**src/rtl/xy_route_input_port.sv**
```systemverilog
// Router input port: small stream FIFO plus XY route decode, steering each
// packet (header + payload beats) to exactly one output arbiter stream.
module xy_route_input_port #(
  parameter int DATA_WIDTH     = 32,
  parameter int ID_WIDTH       = 4,
  parameter int DEST_WIDTH     = 4,
  parameter int USER_WIDTH     = 1,
  parameter int CHANNEL_NUMBER = 5,
  parameter int MAX_ROUTERS_X  = 4,
  parameter int MAX_ROUTERS_Y  = 4,
  parameter int ROUTER_X       = 0,
  parameter int ROUTER_Y       = 0,
  parameter int FIFO_DEPTH     = 4,
  parameter int ROUTING_HEADER = 1,
  localparam int CHW = $clog2(CHANNEL_NUMBER)
) (
  input  logic                                       clk,
  input  logic                                       rst_n,
  input  logic                                       i_in_tvalid,
  output logic                                       o_in_tready,
  input  logic [DATA_WIDTH-1:0]                      i_in_tdata,
  input  logic [ID_WIDTH-1:0]                        i_in_tid,
  input  logic [DEST_WIDTH-1:0]                      i_in_tdest,
  input  logic [USER_WIDTH-1:0]                      i_in_tuser,
  output logic [CHANNEL_NUMBER-1:0]                  o_out_tvalid,
  input  logic [CHANNEL_NUMBER-1:0]                  i_out_tready,
  output logic [CHANNEL_NUMBER-1:0][DATA_WIDTH-1:0]  o_out_tdata,
  output logic [CHANNEL_NUMBER-1:0][ID_WIDTH-1:0]    o_out_tid,
  output logic [CHANNEL_NUMBER-1:0][DEST_WIDTH-1:0]  o_out_tdest,
  output logic [CHANNEL_NUMBER-1:0][USER_WIDTH-1:0]  o_out_tuser,
  output logic [CHW-1:0]                             o_route_port,
  output logic                                       o_busy,
  output logic                                       o_drop_pulse
);

  localparam int XW = $clog2(MAX_ROUTERS_X);
  localparam int YW = $clog2(MAX_ROUTERS_Y);
  localparam int PW = $clog2(FIFO_DEPTH);
  localparam int CW = PW + 1;
  localparam int BW = ID_WIDTH + DEST_WIDTH + USER_WIDTH + DATA_WIDTH;

  localparam logic [CHW-1:0] P_LOCAL = CHW'(0);
  localparam logic [CHW-1:0] P_NORTH = CHW'(1);
  localparam logic [CHW-1:0] P_SOUTH = CHW'(2);
  localparam logic [CHW-1:0] P_EAST  = CHW'(3);
  localparam logic [CHW-1:0] P_WEST  = CHW'(4);

  typedef enum logic [0:0] {S_IDLE = 1'b0, S_FWD = 1'b1} state_t;

  logic [BW-1:0]         r_mem [FIFO_DEPTH];
  logic [PW-1:0]         r_wr_ptr, r_rd_ptr;
  logic [CW-1:0]         r_count;
  state_t                r_state, w_next_state;
  logic [7:0]            r_beats_left;
  logic [CHW-1:0]        r_route_port;

  logic                  w_push, w_pop, w_latch, w_drop, w_not_empty, w_is_hdr;
  logic [CHANNEL_NUMBER-1:0] w_valid;
  logic [ID_WIDTH-1:0]   w_h_tid;
  logic [DEST_WIDTH-1:0] w_h_tdest;
  logic [USER_WIDTH-1:0] w_h_tuser;
  logic [DATA_WIDTH-1:0] w_h_tdata;
  logic [XW-1:0]         w_tx;
  logic [YW-1:0]         w_ty;
  logic [7:0]            w_beats;
  logic [CHW-1:0]        w_route;

  assign {w_h_tid, w_h_tdest, w_h_tuser, w_h_tdata} = r_mem[r_rd_ptr];
  assign w_not_empty = (r_count != {CW{1'b0}});
  assign o_in_tready = (r_count != CW'(FIFO_DEPTH));
  assign w_push      = i_in_tvalid & o_in_tready;
  assign w_is_hdr    = (w_h_tid == ID_WIDTH'(ROUTING_HEADER));
  assign w_ty        = w_h_tdata[YW-1:0];
  assign w_tx        = w_h_tdata[XW+YW-1:YW];
  assign w_beats     = w_h_tdata[(XW+YW)*2 +: 8];

  // Dimension-ordered route: resolve X first, then Y, else deliver locally.
  always_comb begin
    w_route = P_LOCAL;
    if (w_tx > XW'(ROUTER_X))      w_route = P_EAST;
    else if (w_tx < XW'(ROUTER_X)) w_route = P_WEST;
    else if (w_ty > YW'(ROUTER_Y)) w_route = P_SOUTH;
    else if (w_ty < YW'(ROUTER_Y)) w_route = P_NORTH;
    else                           w_route = P_LOCAL;
  end

  // Storage is data-only, so it is not reset.
  always_ff @(posedge clk) begin
    if (w_push) r_mem[r_wr_ptr] <= {i_in_tid, i_in_tdest, i_in_tuser, i_in_tdata};
  end

  always_ff @(posedge clk or negedge rst_n) begin
    if (!rst_n) begin
      r_wr_ptr <= {PW{1'b0}};
      r_rd_ptr <= {PW{1'b0}};
      r_count  <= {CW{1'b0}};
    end else begin
      if (w_push) r_wr_ptr <= r_wr_ptr + PW'(1);
      if (w_pop)  r_rd_ptr <= r_rd_ptr + PW'(1);
      case ({w_push, w_pop})
        2'b10:   r_count <= r_count + CW'(1);
        2'b01:   r_count <= r_count - CW'(1);
        default: r_count <= r_count;
      endcase
    end
  end

  always_ff @(posedge clk or negedge rst_n) begin
    if (!rst_n) begin
      r_state      <= S_IDLE;
      r_beats_left <= 8'd0;
      r_route_port <= {CHW{1'b0}};
    end else begin
      r_state <= w_next_state;
      if (w_latch) begin
        r_route_port <= w_route;
        r_beats_left <= w_beats;
      end else if (w_pop && r_state == S_FWD) begin
        r_beats_left <= r_beats_left - 8'd1;
      end
    end
  end

  // Valid is a function of state and FIFO head only, never of the sink's ready.
  always_comb begin
    w_next_state = r_state;
    w_valid      = {CHANNEL_NUMBER{1'b0}};
    w_pop        = 1'b0;
    w_latch      = 1'b0;
    w_drop       = 1'b0;
    case (r_state)
      S_IDLE: begin
        if (w_not_empty && w_is_hdr) begin
          w_valid[w_route] = 1'b1;
          if (i_out_tready[w_route]) begin
            w_pop        = 1'b1;
            w_latch      = 1'b1;
            w_next_state = (w_beats != 8'd0) ? S_FWD : S_IDLE;
          end else begin
            w_next_state = S_IDLE;
          end
        end else if (w_not_empty) begin
          w_pop  = 1'b1;
          w_drop = 1'b1;
        end else begin
          w_next_state = S_IDLE;
        end
      end
      S_FWD: begin
        w_valid[r_route_port] = w_not_empty;
        if (w_not_empty && i_out_tready[r_route_port]) begin
          w_pop        = 1'b1;
          w_next_state = (r_beats_left == 8'd1) ? S_IDLE : S_FWD;
        end else begin
          w_next_state = S_FWD;
        end
      end
      default: w_next_state = S_IDLE;
    endcase
  end

  assign o_out_tvalid = w_valid;
  assign o_out_tdata  = {CHANNEL_NUMBER{w_h_tdata}};
  assign o_out_tid    = {CHANNEL_NUMBER{w_h_tid}};
  assign o_out_tdest  = {CHANNEL_NUMBER{w_h_tdest}};
  assign o_out_tuser  = {CHANNEL_NUMBER{w_h_tuser}};
  assign o_route_port = r_route_port;
  assign o_busy       = (r_state == S_FWD);
  assign o_drop_pulse = w_drop;

endmodule
```
**config.mk**
```make
export PLATFORM = sky130hd
export DESIGN_NAME = xy_route_input_port
export DESIGN_NICKNAME = d
export VERILOG_FILES = /design/src/rtl/xy_route_input_port.sv
export SDC_FILE = /design/constraint.sdc
export NUM_CORES = 1
export LEC_CHECK = 0
export ABC_AREA = 1
export BUFFER_PORTS_ARGS = -buffer_cell sky130_fd_sc_hd__buf_4
export CORE_UTILIZATION = 55
export CTS_BUF_LIST = sky130_fd_sc_hd__clkbuf_16
export CTS_CLUSTER_DIAMETER = 60
export CTS_CLUSTER_SIZE = 16
export DETAILED_ROUTE_END_ITERATION = 10
export PLACE_DENSITY = 0.89
export SLEW_MARGIN = 30
export SYNTH_ARGS = -nofsm -noshare
export SYNTH_HDL_FRONTEND = slang
export SYNTH_SLANG_ARGS = --single-unit
```
**constraint.sdc**
```tcl
create_clock -name clk -period 8.75 [get_ports clk]
set_input_delay 1.3125 -clock clk [delete_from_list [all_inputs] [get_ports clk]]
set_output_delay 1.3125 -clock clk [all_outputs]
set_load 0.01 [all_outputs]
```
# ---- Yosys cells after proc, flatten, opt, wreduce, memory -nomap -nowiden
# Memory sizes are Yosys's and may differ from the RTL's.
# Cells that the tools add are included.
dict set report totals {
  romBits 0
  output_inout_bits 216
  n_memories 1
  wordCells 71
  in_bits 49
  latchBits 0
  regBits 19
  ramBits 164
}
dict set report classes {
  muxes 34
  bitwise_logic 3
  shift 0
  multipliers 0
  addsub 5
  n_reduce_logical 9
  n_eq_ne 5
  order_cmp 8
  n_div 0
}
# name depth width read_ports rd_ports_with_merged_regs write_ports line
set mem_list {}
lappend mem_list {r_mem 4 41 1 0 1 50} ;# logic [BW-1:0] r_mem [FIFO_DEPTH];
# cell n
set ops {}
lappend ops {{$mux 1} 20}
lappend ops {{$mux 8} 2}
lappend ops {{$pmux 5 s2} 1}
lappend ops {{$eq 8x1->1 const B} 1}
lappend ops {{$lt 3x4->1 const B} 2}
lappend ops {{$reduce_bool 8->1} 1}
lappend ops {{$sub 8x1->8 const B} 1}
lappend ops {{$bmux 1 s3} 2}
lappend ops {{$demux 1 s3} 2}
lappend ops {{$ge 3x1->1 const B} 2}
lappend ops {{$mux 3} 2}
lappend ops {{$pmux 3 s2} 1}
lappend ops {{$and 5x5->5} 1}
lappend ops {{$logic_and 1x1->1} 5}
lappend ops {{$mux 5} 1}
lappend ops {{$add 2x1->2 const B} 2}
lappend ops {{$eq 4x1->1 const B} 1}
lappend ops {{$gt 2x1->1 const B} 2}
lappend ops {{$lt 2x1->1 const B} 2}
lappend ops {{$pmux 1 s2} 2}
lappend ops {{$reduce_bool 2->1} 2}
lappend ops {{$add 3x1->3 const B} 1}
lappend ops {{$ne 3x3->1 const B} 1}
lappend ops {{$reduce_bool 3->1} 1}
lappend ops {{other kinds (6)} 6}

# ---- Depth between registers and ports, before layout
# An unclocked memory read counts as a cell.
dict set report logic_depth {
  depth_word 14
  mapped_depth 17
  ltp_nobuf 16
}

# ---- Worst setup path before layout
# Ideal clock, no wire load.
dict set report synth_timing {
  kind {input to register}
  from {input port i_in_tvalid}
  to {memory r_mem[0][0] (netlist name) (enable)}
  t_required_ns 8.310
  slack_ns 5.088
  arrival_time_ns 3.223
  stages 2
  setup_ns 0.440
  n_path_buf 0
  cell_sequence {nand2_1 > nor2_1}
}
dict set report synth_between {
  elab_chain_cells 3
}
# element line
set synth_lines {}
lappend synth_lines {{from (decl)} 19} ;# input logic i_in_tvalid,
lappend synth_lines {{$and 1x1->1} 71} ;# assign w_push = i_in_tvalid & o_in_tready;
lappend synth_lines {{$mux 1} 89} ;# if (w_push) r_mem[r_wr_ptr] <= {i_in_tid, i_in_tdest, i_in_tuser, i_in_tdata};
lappend synth_lines {{$mux 1 (implied by the code)} 89}
lappend synth_lines {{to (decl)} 50}
# Every way passes these cells.

# ---- Worst setup path in the final report
dict set report layout_timing {
  from {register r_rd_ptr[0]}
  to {output port o_out_tvalid[2]}
}
dict set report layout_between {
  elab_chain_cells 12
  elab_cells_between_ends 18
  classes_between {order compare (6); eq/ne (1); mux (8); reduce/logical (2); memory (1)}
}
# element line
set layout_lines {}
lappend layout_lines {{from (decl)} 51} ;# logic [PW-1:0] r_wr_ptr, r_rd_ptr;
lappend layout_lines {{from (signal assigned)} 95} ;# r_rd_ptr <= {PW{1'b0}};
lappend layout_lines {{from (signal assigned)} 99} ;# if (w_pop) r_rd_ptr <= r_rd_ptr + PW'(1);
lappend layout_lines {{$mem_v2 4x41 *} -}
lappend layout_lines {{$lt 2x1->1} 83} ;# else if (w_ty < YW'(ROUTER_Y)) w_route = P_NORTH;
lappend layout_lines {{$mux 1} 83}
lappend layout_lines {{$mux 2} 82} ;# else if (w_ty > YW'(ROUTER_Y)) w_route = P_SOUTH;
lappend layout_lines {{$mux 3} 81} ;# else if (w_tx < XW'(ROUTER_X)) w_route = P_WEST;
lappend layout_lines {{$mux 3} 80} ;# if (w_tx > XW'(ROUTER_X)) w_route = P_EAST;
lappend layout_lines {{$lt 3x4->1 (implied by the code) or $ge 3x1->1 (tied branches)} 134} ;# w_valid[w_route] = 1'b1;
lappend layout_lines {{$logic_and 1x1->1 (implied by the code)} 134}
lappend layout_lines {{$mux 1 (implied by the code)} 134}
lappend layout_lines {{$demux 1 s3} 134}
lappend layout_lines {{$mux 5 *} 133} ;# if (w_not_empty && w_is_hdr) begin
lappend layout_lines {{$pmux 5 s2 *} 131} ;# case (r_state)
lappend layout_lines {{to (decl)} 25} ;# output logic [CHANNEL_NUMBER-1:0] o_out_tvalid,
# Every way passes the cells marked *; elsewhere a longest branch is shown, timed or not.

==> impl_metrics.tcl <==
set metrics [dict create \
    status "finished clean" \
    final_nets 933 \
    area_delta_synth_final_pct 17.1 \
    maxCapViolCount 0 \
    required_ns 7.44 \
    p_int_w 0.00273 \
    drt_iter0_drc 300 \
    cts-root-buf "clkbuf_16" \
    worst_setup_path_end_kind "output pin" \
    synthCells 784 \
    cts_buffers 17 \
    final_cell_mix "buf_4, edfxtp_1, nand2_1" \
    h-tree-depth 4 \
    antenna_cells 0 \
    fin_crit_sh_pct 55.1 \
    wl_mm 17.6 \
    yosysTopAreaCell "edfxtp_1" \
    ys_seq_area_share_pct 61.0 \
    rsz0062_at_grt "no" \
    vias_per_cell 5.14 \
    maxSlewHeadroom_pct 44.5 \
    layout_commonest_cell "buf_4" \
    p_sw_w 0.00195 \
    fin_util_pct 66.9 \
    gp_congestion 0.846 \
    hold_path.class "reg2reg" \
    drive_above_1_share_pct 37.3 \
    detail-route-antenna-nets 0 \
    powerDensity_nw_per_um2 454 \
    hold_violations 0 \
    drv_slew 0 \
    ir_worst_vdd_mv 0.273 \
    num_io_pins 265 \
    cts_setup_buffers 0 \
    synth_edf_count 164 \
    synth_top_area_share_pct 55.9 \
    tightest_slew_ns 0.833 \
    worstPathArrival_ns 3.51 \
    overflow 0 \
    switching_share_pct 41.7 \
    routedWlPerCell_um 16.0 \
    setup.worst_path.class "reg2out" \
    grt_max_degree 86 \
    startpoint_type "flop" \
    synthesis.area_um2 8810 \
    cts_resized 0 \
    synth_seq_cells 182 \
    yosys_warnings 0 \
    die_area_um2 16500 \
    fmax_mhz 207 \
    clkSinkCount 182 \
    power_frac_clock_pct 16.1 \
    clk_pin_slew_ns 0.07 \
    period_minus_slack_ns 4.82 \
    synthArstFlopShare_pct 9.89 \
    hpwl_mm 11.2 \
    seqPwrFrac_pct 26.3 \
    grt_pass1_wl_mm 26.6 \
    vias 5659 \
    syn_area_per_cell_um2 11.2 \
    antenna_found_initial 0 \
    cts_tree "done" \
    worstSkewPairLatency_ns 0.43 \
    die_y_um 129 \
    leakagePower_nw 4.30 \
    cts_hold_buf 0 \
    path_max_fanout 85 \
    synth.distinct_cells 35 \
    first_pass_iters 5 \
    core_um2 15400 \
    port_buffers 261 \
    combPwrFrac_pct 57.7 \
    start_util_pct 57.1 \
    clock_path_buffers 2 \
    fp.dieW_um 129 \
    fin_worst_skew_ns 0.0109 \
    synthFlopType "edfxtp_1" \
    synth_area_leaders "edfxtp_1, buf_4, dfrtp_1" \
    finalSetupTns_ns 0 \
    first_global_vias 5194 \
    rows 45 \
    route.detailed.drc 0 \
    grt_use_total_pct 21.5 \
    setup_viol 0 \
]
-- state kept, by name, indices dropped and copies added (netlist names) --
name,flops
o_busy,1
o_route_port,2
r_beats_left,8
r_count,3
r_mem,164
r_rd_ptr,2
r_wr_ptr,2
-- area by class of cell --
| class | instances | area [µm²] |
|---|---|---|
| inverters | 41 | 154 |
| multi-input cells | 366 | 1910 |
| well taps | 211 | 264 |
| clock inverters | 15 | 170 |
| flip-flops and latches | 182 | 5380 |
| fillers | 1102 | 5110 |
| repair buffers | 268 | 2010 |
| clock buffers | 17 | 425 |
-- kinds of logic (layout without fill, tap and decap cells) --
| family | after synthesis | after routing | share of synthesized area, % |
|---|---|---|---|
| XOR/XNOR | 10 | 10 | 0.994 |
| flip-flops | 182 | 182 | 61.0 |
| other | 1 | 2 | 0.0426 |
| adder cells (fa/ha/maj) | 8 | 8 | 1.22 |
| AO/OA/AOI/OAI | 89 | 89 | 5.61 |
| AND/OR/NAND/NOR | 257 | 257 | 13.4 |
| buffers and inverters | 237 | 341 | 17.7 |
-- final timing paths --
| path | endpoint | from | cells after the start | slack [ns] |
|---|---|---|---|---|
| setup / recovery | o_out_tvalid[2] | r_rd_ptr[0] | 12 | 3.93 |
| min in group asynchronous | r_beats_left[5] | rst_n | 1 | 0.75 |
| hold reg to reg | r_count[0] | r_count[0] | 1 | 0.52 |
| max in group asynchronous | r_rd_ptr[1] | rst_n | 1 | 7.77 |
| hold / removal | r_count[0] | r_count[0] | 1 | 0.52 |
| setup reg to reg | r_count[2] | r_rd_ptr[0] | 17 | 5.14 |
-- metrics by stage --
stage	std cells	cell area, µm²	total power [W]	hold WS, ns	setup slack (ns)
6_report	1100	10300	0.00469	0.519	3.93
5_1_grt	1100	10300	0.00497	0.532	3.61
4_1_cts	1100	10300	0.00472	0.508	3.87
3_5_place_dp	1068	9720	0.00396	0.494	4.33
3_3_place_gp	1068	9720	0.00388	0.490	4.47
2_1_floorplan	785	8810	0.00334	0.469	5.09
-- routing by layer --
metal	up-vias	track usage, %	share of wire, %	routed length (µm)
met4	0	7.54	1.4	246
li1	2690	-	-	-
met2	301	38.8	52	9210
met5	-	0	0	0
met3	21	5.74	8.2	1440
met1	2647	24.5	38	6730
-- cells in the mapped netlist (2+ instances only) --
cell and number:
nand2_4 3, nand4_1 11, ha_1 7, inv_2 3
nor3_1 3, o22ai_1 25, a21oi_1 3, buf_4 170
buf_6 2, nor2_1 66, inv_1 38, dfrtp_1 18
buf_2 4, o21ai_0 56, nor2_2 2, xnor2_1 6
nand2_2 6, nand3_1 49, nand3_2 6, clkbuf_1 18
xor2_1 4, o21ai_2 4, nand2_1 105, edfxtp_1 164
-- power groups by stage --
stage | Sequential (W) | Clock (W) | Combinational [W]
detailed placement | 0.00125 | 0 | 0.00272
CTS | 0.00123 | 0.000762 | 0.00273
floorplan | 0.00124 | 0 | 0.00211
finish | 0.00123 | 0.000753 | 0.00270
global route | 0.00124 | 0.000795 | 0.00293
global placement | 0.00124 | 0 | 0.00264
-- critical path, stage by stage (launching register included) --
cell and delay, ns:
dfrtp_2 0.38, buf_4 0.38, inv_2 0.11, buf_4 0.65, nand2_1 0.12, nand3_1 0.12
nand2_1 0.17, nor2_1 0.20, nand2_1 0.09, nor2_2 0.44, nand3_1 0.15, o21ai_0 0.11
buf_4 0.14
(Power assumes the default switching activity.)
